`config.mk`:
```
export PLATFORM = sky130hd
export DESIGN_NAME = mem_access_unit
export DESIGN_NICKNAME = d
export VERILOG_FILES = /design/src/rtl/mem_access_unit.sv
export SDC_FILE = /design/constraint.sdc
export NUM_CORES = 1
export LEC_CHECK = 0
export ABC_AREA = 0
export BUFFER_PORTS_ARGS = -buffer_cell sky130_fd_sc_hd__buf_2
export CELL_PAD_IN_SITES_DETAIL_PLACEMENT = 2
export CELL_PAD_IN_SITES_GLOBAL_PLACEMENT = 2
export CORE_ASPECT_RATIO = 0.8
export CORE_MARGIN = 5
export CORE_UTILIZATION = 30
export CTS_BUF_LIST = sky130_fd_sc_hd__clkbuf_16
export DETAILED_ROUTE_END_ITERATION = 7
export GPL_ROUTABILITY_DRIVEN = 0
export MAX_ROUTING_LAYER = met4
export PLACE_DENSITY = 0.77
export SYNTH_ARGS = -nofsm -noshare
export SYNTH_HDL_FRONTEND = slang
export SYNTH_SLANG_ARGS = --single-unit
export TNS_END_PERCENT = 5
```
`constraint.sdc`:
```
create_clock -name clock -period 2.15 [get_ports clock]
set_input_delay 0 -clock clock [delete_from_list [all_inputs] [get_ports clock]]
set_output_delay 0 -clock clock [all_outputs]
set_load 0.02 [all_outputs]
```
`src/rtl/mem_access_unit.sv`:
```
// mem_access_unit -- MEM-stage load/store engine.
//
// Turns the EX/MEM memory control fields into one handshaked word transaction
// on the data-memory bus, with byte-lane steering for stores, sign/zero
// extension for loads and misalignment detection. stall_MEM freezes the
// upstream pipeline while a transaction is outstanding.
//
// Optional feature: define MEM_TIMEOUT_EN to abort a transaction that has not
// been acknowledged within TIMEOUT_CYCLES WAIT cycles (bus_error pulse).
//
// Ports:
//   clock, reset_n      rising-edge clock, asynchronous active-low reset
//   MemRead_MEM[2:0]    001 LB, 010 LBU, 011 LH, 100 LHU, 101 LW, else none
//   MemWrite_MEM[1:0]   01 SB, 10 SH, 11 SW, 00 none (a write wins over a read)
//   AluResult_MEM[31:0] byte address
//   WriteMemData_MEM    right-aligned store data
//   dmem_*              registered bus request/address/enables/data, ack/rdata in
//   ReadData_MEM        registered extended load result; load_done pulses on update
//   stall_MEM           combinational pipeline freeze
//   addr_error          combinational misalignment pulse (IDLE only)
//   bus_error           timeout abort pulse (0 unless MEM_TIMEOUT_EN)
module mem_access_unit #(
    parameter int unsigned TIMEOUT_CYCLES = 16
) (
    input  logic        clock,
    input  logic        reset_n,
    input  logic [2:0]  MemRead_MEM,
    input  logic [1:0]  MemWrite_MEM,
    input  logic [31:0] AluResult_MEM,
    input  logic [31:0] WriteMemData_MEM,
    output logic        dmem_req,
    output logic        dmem_we,
    output logic [31:0] dmem_addr,
    output logic [3:0]  dmem_be,
    output logic [31:0] dmem_wdata,
    input  logic        dmem_ack,
    input  logic [31:0] dmem_rdata,
    output logic [31:0] ReadData_MEM,
    output logic        load_done,
    output logic        stall_MEM,
    output logic        addr_error,
    output logic        bus_error
);

    typedef enum logic [1:0] {S_IDLE, S_WAIT, S_DONE} state_t;
    typedef enum logic [1:0] {SZ_B, SZ_H, SZ_W} size_t;

    state_t state, state_next;

    logic        is_wr, is_rd, req_present, misaligned;
    size_t       size_c;
    logic        signed_c;
    logic [3:0]  be_c;
    logic [31:0] wdata_c;

    logic        start, complete, timeout;

    // Attributes of the in-flight load, kept for extension at ack time
    logic        lat_load, lat_signed;
    size_t       lat_size;
    logic [1:0]  lat_off;
    logic [7:0]  byte_sel;
    logic [15:0] half_sel;
    logic [31:0] load_ext;

    // Request decode, alignment and lane steering
    always_comb begin
        is_wr       = (MemWrite_MEM != 2'b00);
        is_rd       = (MemRead_MEM >= 3'd1) && (MemRead_MEM <= 3'd5);
        req_present = is_wr || is_rd;
        size_c      = SZ_W;
        signed_c    = 1'b0;
        if (is_wr) begin
            case (MemWrite_MEM)
                2'b01:   size_c = SZ_B;
                2'b10:   size_c = SZ_H;
                default: size_c = SZ_W;
            endcase
        end else begin
            case (MemRead_MEM)
                3'b001:  begin size_c = SZ_B; signed_c = 1'b1; end
                3'b010:  size_c = SZ_B;
                3'b011:  begin size_c = SZ_H; signed_c = 1'b1; end
                3'b100:  size_c = SZ_H;
                default: size_c = SZ_W;
            endcase
        end
        misaligned = ((size_c == SZ_H) && AluResult_MEM[0]) ||
                     ((size_c == SZ_W) && (AluResult_MEM[1:0] != 2'b00));

        case (size_c)
            SZ_B: begin
                be_c    = 4'b0001 << AluResult_MEM[1:0];
                wdata_c = {4{WriteMemData_MEM[7:0]}};
            end
            SZ_H: begin
                be_c    = AluResult_MEM[1] ? 4'b1100 : 4'b0011;
                wdata_c = {2{WriteMemData_MEM[15:0]}};
            end
            default: begin
                be_c    = 4'b1111;
                wdata_c = WriteMemData_MEM;
            end
        endcase
        if (!is_wr) begin
            wdata_c = '0;
        end
    end

    assign stall_MEM  = req_present && !misaligned && (state != S_DONE);
    assign addr_error = (state == S_IDLE) && req_present && misaligned;

`ifdef MEM_TIMEOUT_EN
    localparam int unsigned CW = $clog2(TIMEOUT_CYCLES + 1);
    logic [CW-1:0] wait_cnt;
    logic          bus_error_q;

    always_ff @(posedge clock or negedge reset_n) begin
        if (!reset_n) begin
            wait_cnt    <= '0;
            bus_error_q <= 1'b0;
        end else begin
            bus_error_q <= timeout;
            if (start) begin
                wait_cnt <= '0;
            end else if (state == S_WAIT) begin
                wait_cnt <= wait_cnt + 1'b1;
            end
        end
    end

    assign bus_error = bus_error_q;
`else
    assign bus_error = 1'b0;
`endif

    always_ff @(posedge clock or negedge reset_n) begin
        if (!reset_n) begin
            state <= S_IDLE;
        end else begin
            state <= state_next;
        end
    end

    // dmem_req is high exactly while in WAIT, so ack is only honoured there
    always_comb begin
        state_next = state;
        start      = 1'b0;
        complete   = 1'b0;
        timeout    = 1'b0;
        case (state)
            S_IDLE: begin
                if (req_present && !misaligned) begin
                    state_next = S_WAIT;
                    start      = 1'b1;
                end
            end
            S_WAIT: begin
                if (dmem_ack) begin
                    state_next = S_DONE;
                    complete   = 1'b1;
                end
`ifdef MEM_TIMEOUT_EN
                else if (wait_cnt == CW'(TIMEOUT_CYCLES - 1)) begin
                    state_next = S_DONE;
                    timeout    = 1'b1;
                end
`endif
            end
            S_DONE:  state_next = S_IDLE;
            default: state_next = S_IDLE;
        endcase
    end

    // Load lane selection and extension from the latched offset/size
    always_comb begin
        case (lat_off)
            2'd0:    byte_sel = dmem_rdata[7:0];
            2'd1:    byte_sel = dmem_rdata[15:8];
            2'd2:    byte_sel = dmem_rdata[23:16];
            default: byte_sel = dmem_rdata[31:24];
        endcase
        half_sel = lat_off[1] ? dmem_rdata[31:16] : dmem_rdata[15:0];
        case (lat_size)
            SZ_B:    load_ext = {{24{lat_signed & byte_sel[7]}}, byte_sel};
            SZ_H:    load_ext = {{16{lat_signed & half_sel[15]}}, half_sel};
            default: load_ext = dmem_rdata;
        endcase
    end

    always_ff @(posedge clock or negedge reset_n) begin
        if (!reset_n) begin
            dmem_req     <= 1'b0;
            dmem_we      <= 1'b0;
            dmem_addr    <= '0;
            dmem_be      <= '0;
            dmem_wdata   <= '0;
            ReadData_MEM <= '0;
            load_done    <= 1'b0;
            lat_load     <= 1'b0;
            lat_signed   <= 1'b0;
            lat_size     <= SZ_W;
            lat_off      <= '0;
        end else begin
            load_done <= 1'b0;
            if (start) begin
                dmem_req   <= 1'b1;
                dmem_we    <= is_wr;
                dmem_addr  <= {AluResult_MEM[31:2], 2'b00};
                dmem_be    <= be_c;
                dmem_wdata <= wdata_c;
                lat_load   <= !is_wr;
                lat_signed <= signed_c;
                lat_size   <= size_c;
                lat_off    <= AluResult_MEM[1:0];
            end
            if (complete || timeout) begin
                dmem_req <= 1'b0;
            end
            if (complete && lat_load) begin
                ReadData_MEM <= load_ext;
                load_done    <= 1'b1;
            end
        end
    end

endmodule

```
Yosys cells after proc, flatten, opt, wreduce, memory -nomap -nowiden

Index checks and enable logic that the tools add are counted.

Mux-type cells: 22
$lt $le $gt $ge: 2
Bitwise operators: 2
Equal/unequal tests: 15
Shift-type cells: 1
Reduce and logical (&&, ||, !) cells: 23

Operators with widths:

| cell                                                              | number |
|---|---|
| one-hot mux 32 bit (2 select lines)                               | 2 |
| 2-to-1 mux 32 bit                                                 | 1 |
| one-hot mux 8 bit (3 select lines)                                | 1 |
| 2-to-1 mux 16 bit                                                 | 1 |
| one-hot mux 2 bit (2 select lines)                                | 3 |
| == test 2 x 1 -> 1 bit, second input constant                     | 5 |
| 2-to-1 mux 1 bit                                                  | 9 |
| logical AND 1 bit                                                 | 8 |
| zero test 2 bit                                                   | 4 |
| one-hot mux 4 bit (2 select lines)                                | 1 |
| == test 2 bit, second input constant                              | 3 |
| == test 3 x 2 -> 1 bit, second input constant                     | 2 |
| 2-to-1 mux 2 bit                                                  | 3 |
| != test 2 bit, second input constant                              | 3 |
| nonzero test 2 bit                                                | 3 |
| OR reduction 2 bit                                                | 3 |
| 2-to-1 mux 4 bit                                                  | 1 |
| << shifter 1 x 2 -> 4 bit, first input constant                   | 1 |
| == test 3 x 1 -> 1 bit, second input constant                     | 1 |
| == test 3 bit, second input constant                              | 1 |
| greater-or-equal comparator 3 x 1 -> 1 bit, second input constant | 1 |
| <= comparator 3 bit, second input constant                        | 1 |
| bitwise AND 1 bit                                                 | 2 |
| zero test 1 bit                                                   | 2 |
| 2 further kinds                                                   | 3 |

Word-level logic and storage cells: 77
Register bits after elaboration: 109

Longest topological paths before layout

Depth in word-level cells: 13
Mapped depth: 9
Mapped depth without buffers: 6

Worst setup path before layout

No wires, ideal clock.

Kind: register -> register
Start point: register lat_off[0]
End point: register ReadData_MEM[22]
Arrival: 1673 ps
Library setup time: 129 ps
Data required time: 2021 ps
Stages on the path, launching flop included: 7
Setup slack: 347 ps
Clock period less this slack: 1803 ps
Cells stage by stage: dfrtp_1 > buf_2 > mux4_2 > nor3b_1 > o211ai_2 > buf_2 > nand3_1

Word-level cells in the longest chain between the ends: 4

Ends and longest elaborated chain:

| item                                    | RTL line | text |
|---|---|---|
| from (decl)                             | 61       | `logic [1:0] lat_off;` |
| from (signal assigned)                  | 215      | `lat_off <= AluResult_MEM[1:0];` |
| == test 2 bit (tied with other cells)   | 177      | `case (lat_off)` |
| one-hot mux 8 bit (3 select lines) (*)  | 177      |  |
| bitwise AND 1 bit (*)                   | 185      | `SZ_B: load_ext = {{24{lat_signed & byte_sel[7]}}, byte_sel};` |
| one-hot mux 32 bit (2 select lines) (*) | 184      | `case (lat_size)` |
| to (signal assigned)                    | 221      | `ReadData_MEM <= load_ext;` |
| to (decl)                               | 38       | `output logic [31:0] ReadData_MEM,` |

Every way passes the cells marked *; elsewhere a longest branch is shown, timed or not.
A chain may end at the register's enable or synchronous reset.

Worst setup path after layout

Start point: register state[0]
End point: register dmem_addr[21]

Word-level cells in the longest chain between the ends: 2

Ends and longest elaborated chain:

| item                   | RTL line | text |
|---|---|---|
| from (decl)            | 48       | `state_t state, state_next;` |
| from (signal assigned) | 141      | `state <= state_next;` |
| zero test 2 bit        | 151      | `case (state)` |
| 2-to-1 mux 1 bit       | 151      |  |
| to (signal assigned)   | 209      | `dmem_addr <= {AluResult_MEM[31:2], 2'b00};` |
| to (decl)              | 33       | `output logic [31:0] dmem_addr,` |

Every way passes these cells.

==> run_summary.xml <==
<?xml version="1.0" encoding="UTF-8"?>
<metrics>
  <group name="logic_synthesis">
    <metric name="synth.area.top_cells" unit="">sky130_fd_sc_hd__dfrtp_1 (49%), sky130_fd_sc_hd__mux2_4 (11%), sky130_fd_sc_hd__mux2i_1 (3.5%), sky130_fd_sc_hd__nand3_1 (2.9%), sky130_fd_sc_hd__o2bb2ai_1 (2.9%)</metric>
    <metric name="multiplexer_area_fraction_after_synthesis" unit="%">15.1</metric>
    <metric name="synth_async_sr_flop_share" unit="%">100</metric>
    <metric name="synth_fa_ha_area_share" unit="%">0.455</metric>
    <metric name="yosysMostFrequentCell" unit="">sky130_fd_sc_hd__dfrtp_1</metric>
    <metric name="yosysTopAreaCellShare" unit="%">49.1</metric>
    <metric name="synth_top_family_by_area" unit="">compound AO/OA/AOI/OAI gates</metric>
    <metric name="ys_dominant_reg_cell" unit="">sky130_fd_sc_hd__dfrtp_1</metric>
    <metric name="synth_compound_gate_area_share" unit="%">15.3</metric>
    <metric name="synth_top_area_cell" unit="">sky130_fd_sc_hd__dfrtp_1</metric>
    <metric name="yosys_register_bits" unit="">109</metric>
    <metric name="post_synth_and_or_nand_nor_area_fraction" unit="%">13.1</metric>
    <metric name="post_synthesis_share_of_cell_area_spent_on_xor_and_xnor_gates" unit="%">0.477</metric>
    <metric name="syn-instance-count" unit="">480</metric>
    <metric name="synth_cell_type_count" unit="">69</metric>
    <metric name="synth_common_cells" unit="">sky130_fd_sc_hd__dfrtp_1 (108), sky130_fd_sc_hd__mux2_4 (39), sky130_fd_sc_hd__nand3_1 (32)</metric>
    <metric name="synth_enable_flop_cells" unit="">0</metric>
    <metric name="synthesis.area" unit="µm²">5500</metric>
    <metric name="syn-mean-instance-area" unit="µm²">11.5</metric>
    <metric name="synth.yosys.warnings" unit="">0</metric>
    <metric name="synth_seq_area_share" unit="%">49.6</metric>
  </group>
  <group name="cts">
    <metric name="clkTransAtPathRegs" unit="ns">0.08</metric>
    <metric name="cts.htree.levels" unit="">3</metric>
    <metric name="cts-root-to-sink-buffers" unit="">2</metric>
    <metric name="cts_tree" unit="">yes</metric>
    <metric name="clkSinkCount" unit="">109</metric>
    <metric name="cts_inserted_buffers" unit="">9</metric>
    <metric name="cts-root-buf" unit="">sky130_fd_sc_hd__clkbuf_16</metric>
    <metric name="worstSkewPairLatency" unit="ns">0.35</metric>
  </group>
  <group name="power">
    <metric name="p_per_area" unit="nW/µm²">1390</metric>
    <metric name="power.static_leakage" unit="µW">0.00389</metric>
    <metric name="total_power" unit="µW">11000</metric>
    <metric name="vdd_ir_drop_max" unit="µV">575</metric>
  </group>
  <group name="global_routing">
    <metric name="use_met2" unit="%">35.8</metric>
    <metric name="grt_util_met1" unit="%">26.1</metric>
    <metric name="groute.layer.met3.usage" unit="%">5.13</metric>
    <metric name="grt_first_pass_wirelength" unit="mm">34.7</metric>
    <metric name="grt_start_max_net_pins" unit="">53</metric>
    <metric name="grt_antenna_before_repair" unit="">1</metric>
    <metric name="grt_overflow_total" unit="">0</metric>
    <metric name="grt_busiest_layer" unit="">met2</metric>
    <metric name="groute.usage.overall" unit="%">21.1</metric>
    <metric name="first_global_vias" unit="">5943</metric>
  </group>
  <group name="drt">
    <metric name="drt.antenna.violating_nets" unit="">0</metric>
    <metric name="drcViolationCount" unit="">0</metric>
    <metric name="detailroute.via_count" unit="">5124</metric>
    <metric name="route.detailed.wl_per_inst" unit="µm">22.1</metric>
    <metric name="drtIter0Drc" unit="">195</metric>
    <metric name="vias_per_cell" unit="">5.12</metric>
    <metric name="routed_wirelength" unit="mm">22.1</metric>
    <metric name="drtPass1Iterations" unit="">4</metric>
  </group>
  <group name="min_path">
    <metric name="hold_path.class" unit="">in -&gt; reg</metric>
  </group>
  <group name="timing">
    <metric name="fin_setup_tns" unit="ns">0</metric>
    <metric name="final.setup_skew" unit="ns">0.00751</metric>
    <metric name="share_of_the_clock_period_used_by_the_worst_path" unit="%">94.6</metric>
    <metric name="worst_tran_pin_value" unit="ns">0.945</metric>
    <metric name="timing.fmax" unit="MHz">491</metric>
    <metric name="relSlewSlack" unit="%">37.0</metric>
    <metric name="slew_viol_final" unit="">0</metric>
    <metric name="finalSetupViolCount" unit="">0</metric>
    <metric name="final_period_minus_worst_setup_slack" unit="ns">2.03</metric>
    <metric name="hold_slack" unit="ns">0.0225</metric>
    <metric name="unrepaired_setup_endpoints_after_global_routing" unit="">no</metric>
    <metric name="final_hold_viol_count" unit="">0</metric>
  </group>
  <group name="die">
    <metric name="io-pin-count" unit="">210</metric>
    <metric name="die-height" unit="µm">131</metric>
    <metric name="coreArea" unit="µm²">18100</metric>
    <metric name="die_w" unit="µm">161</metric>
    <metric name="fp-row-count" unit="">44</metric>
    <metric name="initial_core_util" unit="%">30.4</metric>
    <metric name="die_area" unit="µm²">21200</metric>
  </group>
  <group name="finish">
    <metric name="flow.area_growth_from_synthesis" unit="%">43.0</metric>
    <metric name="num-nets-final" unit="">871</metric>
    <metric name="post_route_insts_no_fill" unit="">1001</metric>
    <metric name="ratio_of_cells_with_drive_above_1_in_the_final_layout" unit="%">39.2</metric>
    <metric name="final.fill_count" unit="">1862</metric>
  </group>
  <group name="critical_path">
    <metric name="r2r_slack" unit="ns">0.12</metric>
    <metric name="critPathKind" unit="">reg -&gt; reg</metric>
    <metric name="critPathArrivalTime" unit="ns">2.26</metric>
    <metric name="element_type_at_the_critical_path_end" unit="">flop</metric>
    <metric name="timing.critical_path.required" unit="ns">2.38</metric>
    <metric name="cp-start-kind" unit="">flop</metric>
    <metric name="worstPathMaxFanout" unit="">52</metric>
  </group>
  <group name="placement">
    <metric name="numPlacedInstances" unit="">908</metric>
    <metric name="port-buffer-count" unit="">206</metric>
    <metric name="place.detailed.hpwl" unit="mm">15.4</metric>
  </group>
  <group name="run">
    <metric name="maxCapViolCount" unit="">0</metric>
  </group>
  <group name="status">
    <metric name="outcome" unit="">complete, no violations</metric>
  </group>
</metrics>
## what timing repair did
action                                  4_1_cts  5_1_grt
buffers inserted                              0        0
resized for setup                             0        1
hold buffers                                 76        0
endpoints found under the hold margin       180        0
endpoints found under the setup margin        0        1
## registers in the layout (all words and copies together), names as in the netlist
name / flops
dmem_addr: 30
lat_size: 2
state: 2
ReadData_MEM: 32
dmem_be: 4
load_done: 1
lat_signed: 1
lat_off: 2
dmem_req: 1
dmem_wdata: 32
lat_load: 1
dmem_we: 1
## worst max-delay path: stages, from the launching register on
cell                      delay, ns
sky130_fd_sc_hd__dfrtp_1       0.41
sky130_fd_sc_hd__nor2_1        0.20
sky130_fd_sc_hd__and4_4        0.90
sky130_fd_sc_hd__mux2_1        0.39
## cell type report
type | count | area, µm² | area share, %
tap | 230 | 288 | 3.66
inverter | 21 | 78.8 | 1.00
antenna | 1 | 2.50 | 0.0318
clock inverter | 7 | 72.6 | 0.923
clock buffer | 9 | 225 | 2.86
sequential | 109 | 2730 | 34.7
multi-input combinational | 315 | 2460 | 31.3
timing repair buffer | 309 | 2010 | 25.5
## cell usage in the layout (no fill, tap or decap), drive strengths merged, types with 3 or more instances in the layout
| cell | count |
|---|---|
| o21ai | 5 |
| or3 | 6 |
| and3b | 8 |
| nand2b | 4 |
| a211o | 7 |
| dfrtp | 108 |
| nor2b | 10 |
| a22oi | 4 |
| o2bb2ai | 18 |
| o2111ai | 5 |
| dlygate4sd3 | 76 |
| a22o | 4 |
| clkinv | 4 |
| mux2i | 19 |
| o22ai | 9 |
| nor2 | 22 |
| nand2 | 29 |
| inv | 22 |
| a32oi | 4 |
| buf | 233 |
| conb | 3 |
| o31ai | 7 |
| clkbuf | 9 |
| mux2 | 42 |
| o32ai | 8 |
| nand3 | 32 |
| a21oi | 20 |
| nor3 | 14 |
## metal layers
| layer | vias up | part of all wire [%] |
|---|---|---|
| li1 | 2321 | - |
| met1 | 2596 | 44 |
| met2 | 192 | 49 |
| met3 | 15 | 6.3 |
| met4 | 0 | 0.91 |
| met5 | - | 0 |
## power by group
part / leakage, µW / internal (µW) / switching (µW) / total [µW]
Combinational: 0.00241 / 2290 / 3290 / 5580
Clock: 0.000144 / 910 / 794 / 1700
Sequential: 0.00133 / 3020 / 655 / 3680
Total: 0.00389 / 6220 / 4740 / 11000
## cells by family after synthesis
kind of cell               Yosys count
adders and majority gates            2
and+or+nand+nor                    137
xor gates and xnor gates             3
AOI/OAI and AO/OA                  108
buffers and inverters               58
muxes                               62
DFF                                109
other                                1
## worst paths after layout
path	end	cells after the start	from
hold / removal	dmem_wdata[11]	3	WriteMemData_MEM[3]
min in group asynchronous	dmem_wdata[29]	2	reset_n
hold reg to reg	dmem_wdata[8]	1	dmem_wdata[8]
setup / recovery	dmem_addr[21]	3	state[0]
setup reg to reg	dmem_addr[21]	3	state[0]
max in group asynchronous	lat_size[1]	3	reset_n
## metrics by stage
step | setup WS [ns] | area [µm²] | util [%]
2_1_floorplan | 0.347 | 5510 | -
3_3_place_gp | -0.0629 | 6800 | 37.5
3_5_place_dp | -0.229 | 6800 | 37.5
4_1_cts | 0.0862 | 7860 | 43.4
5_1_grt | 0.0264 | 7870 | 43.4
6_report | 0.115 | 7870 | 43.4
(Power assumes the default switching activity.)
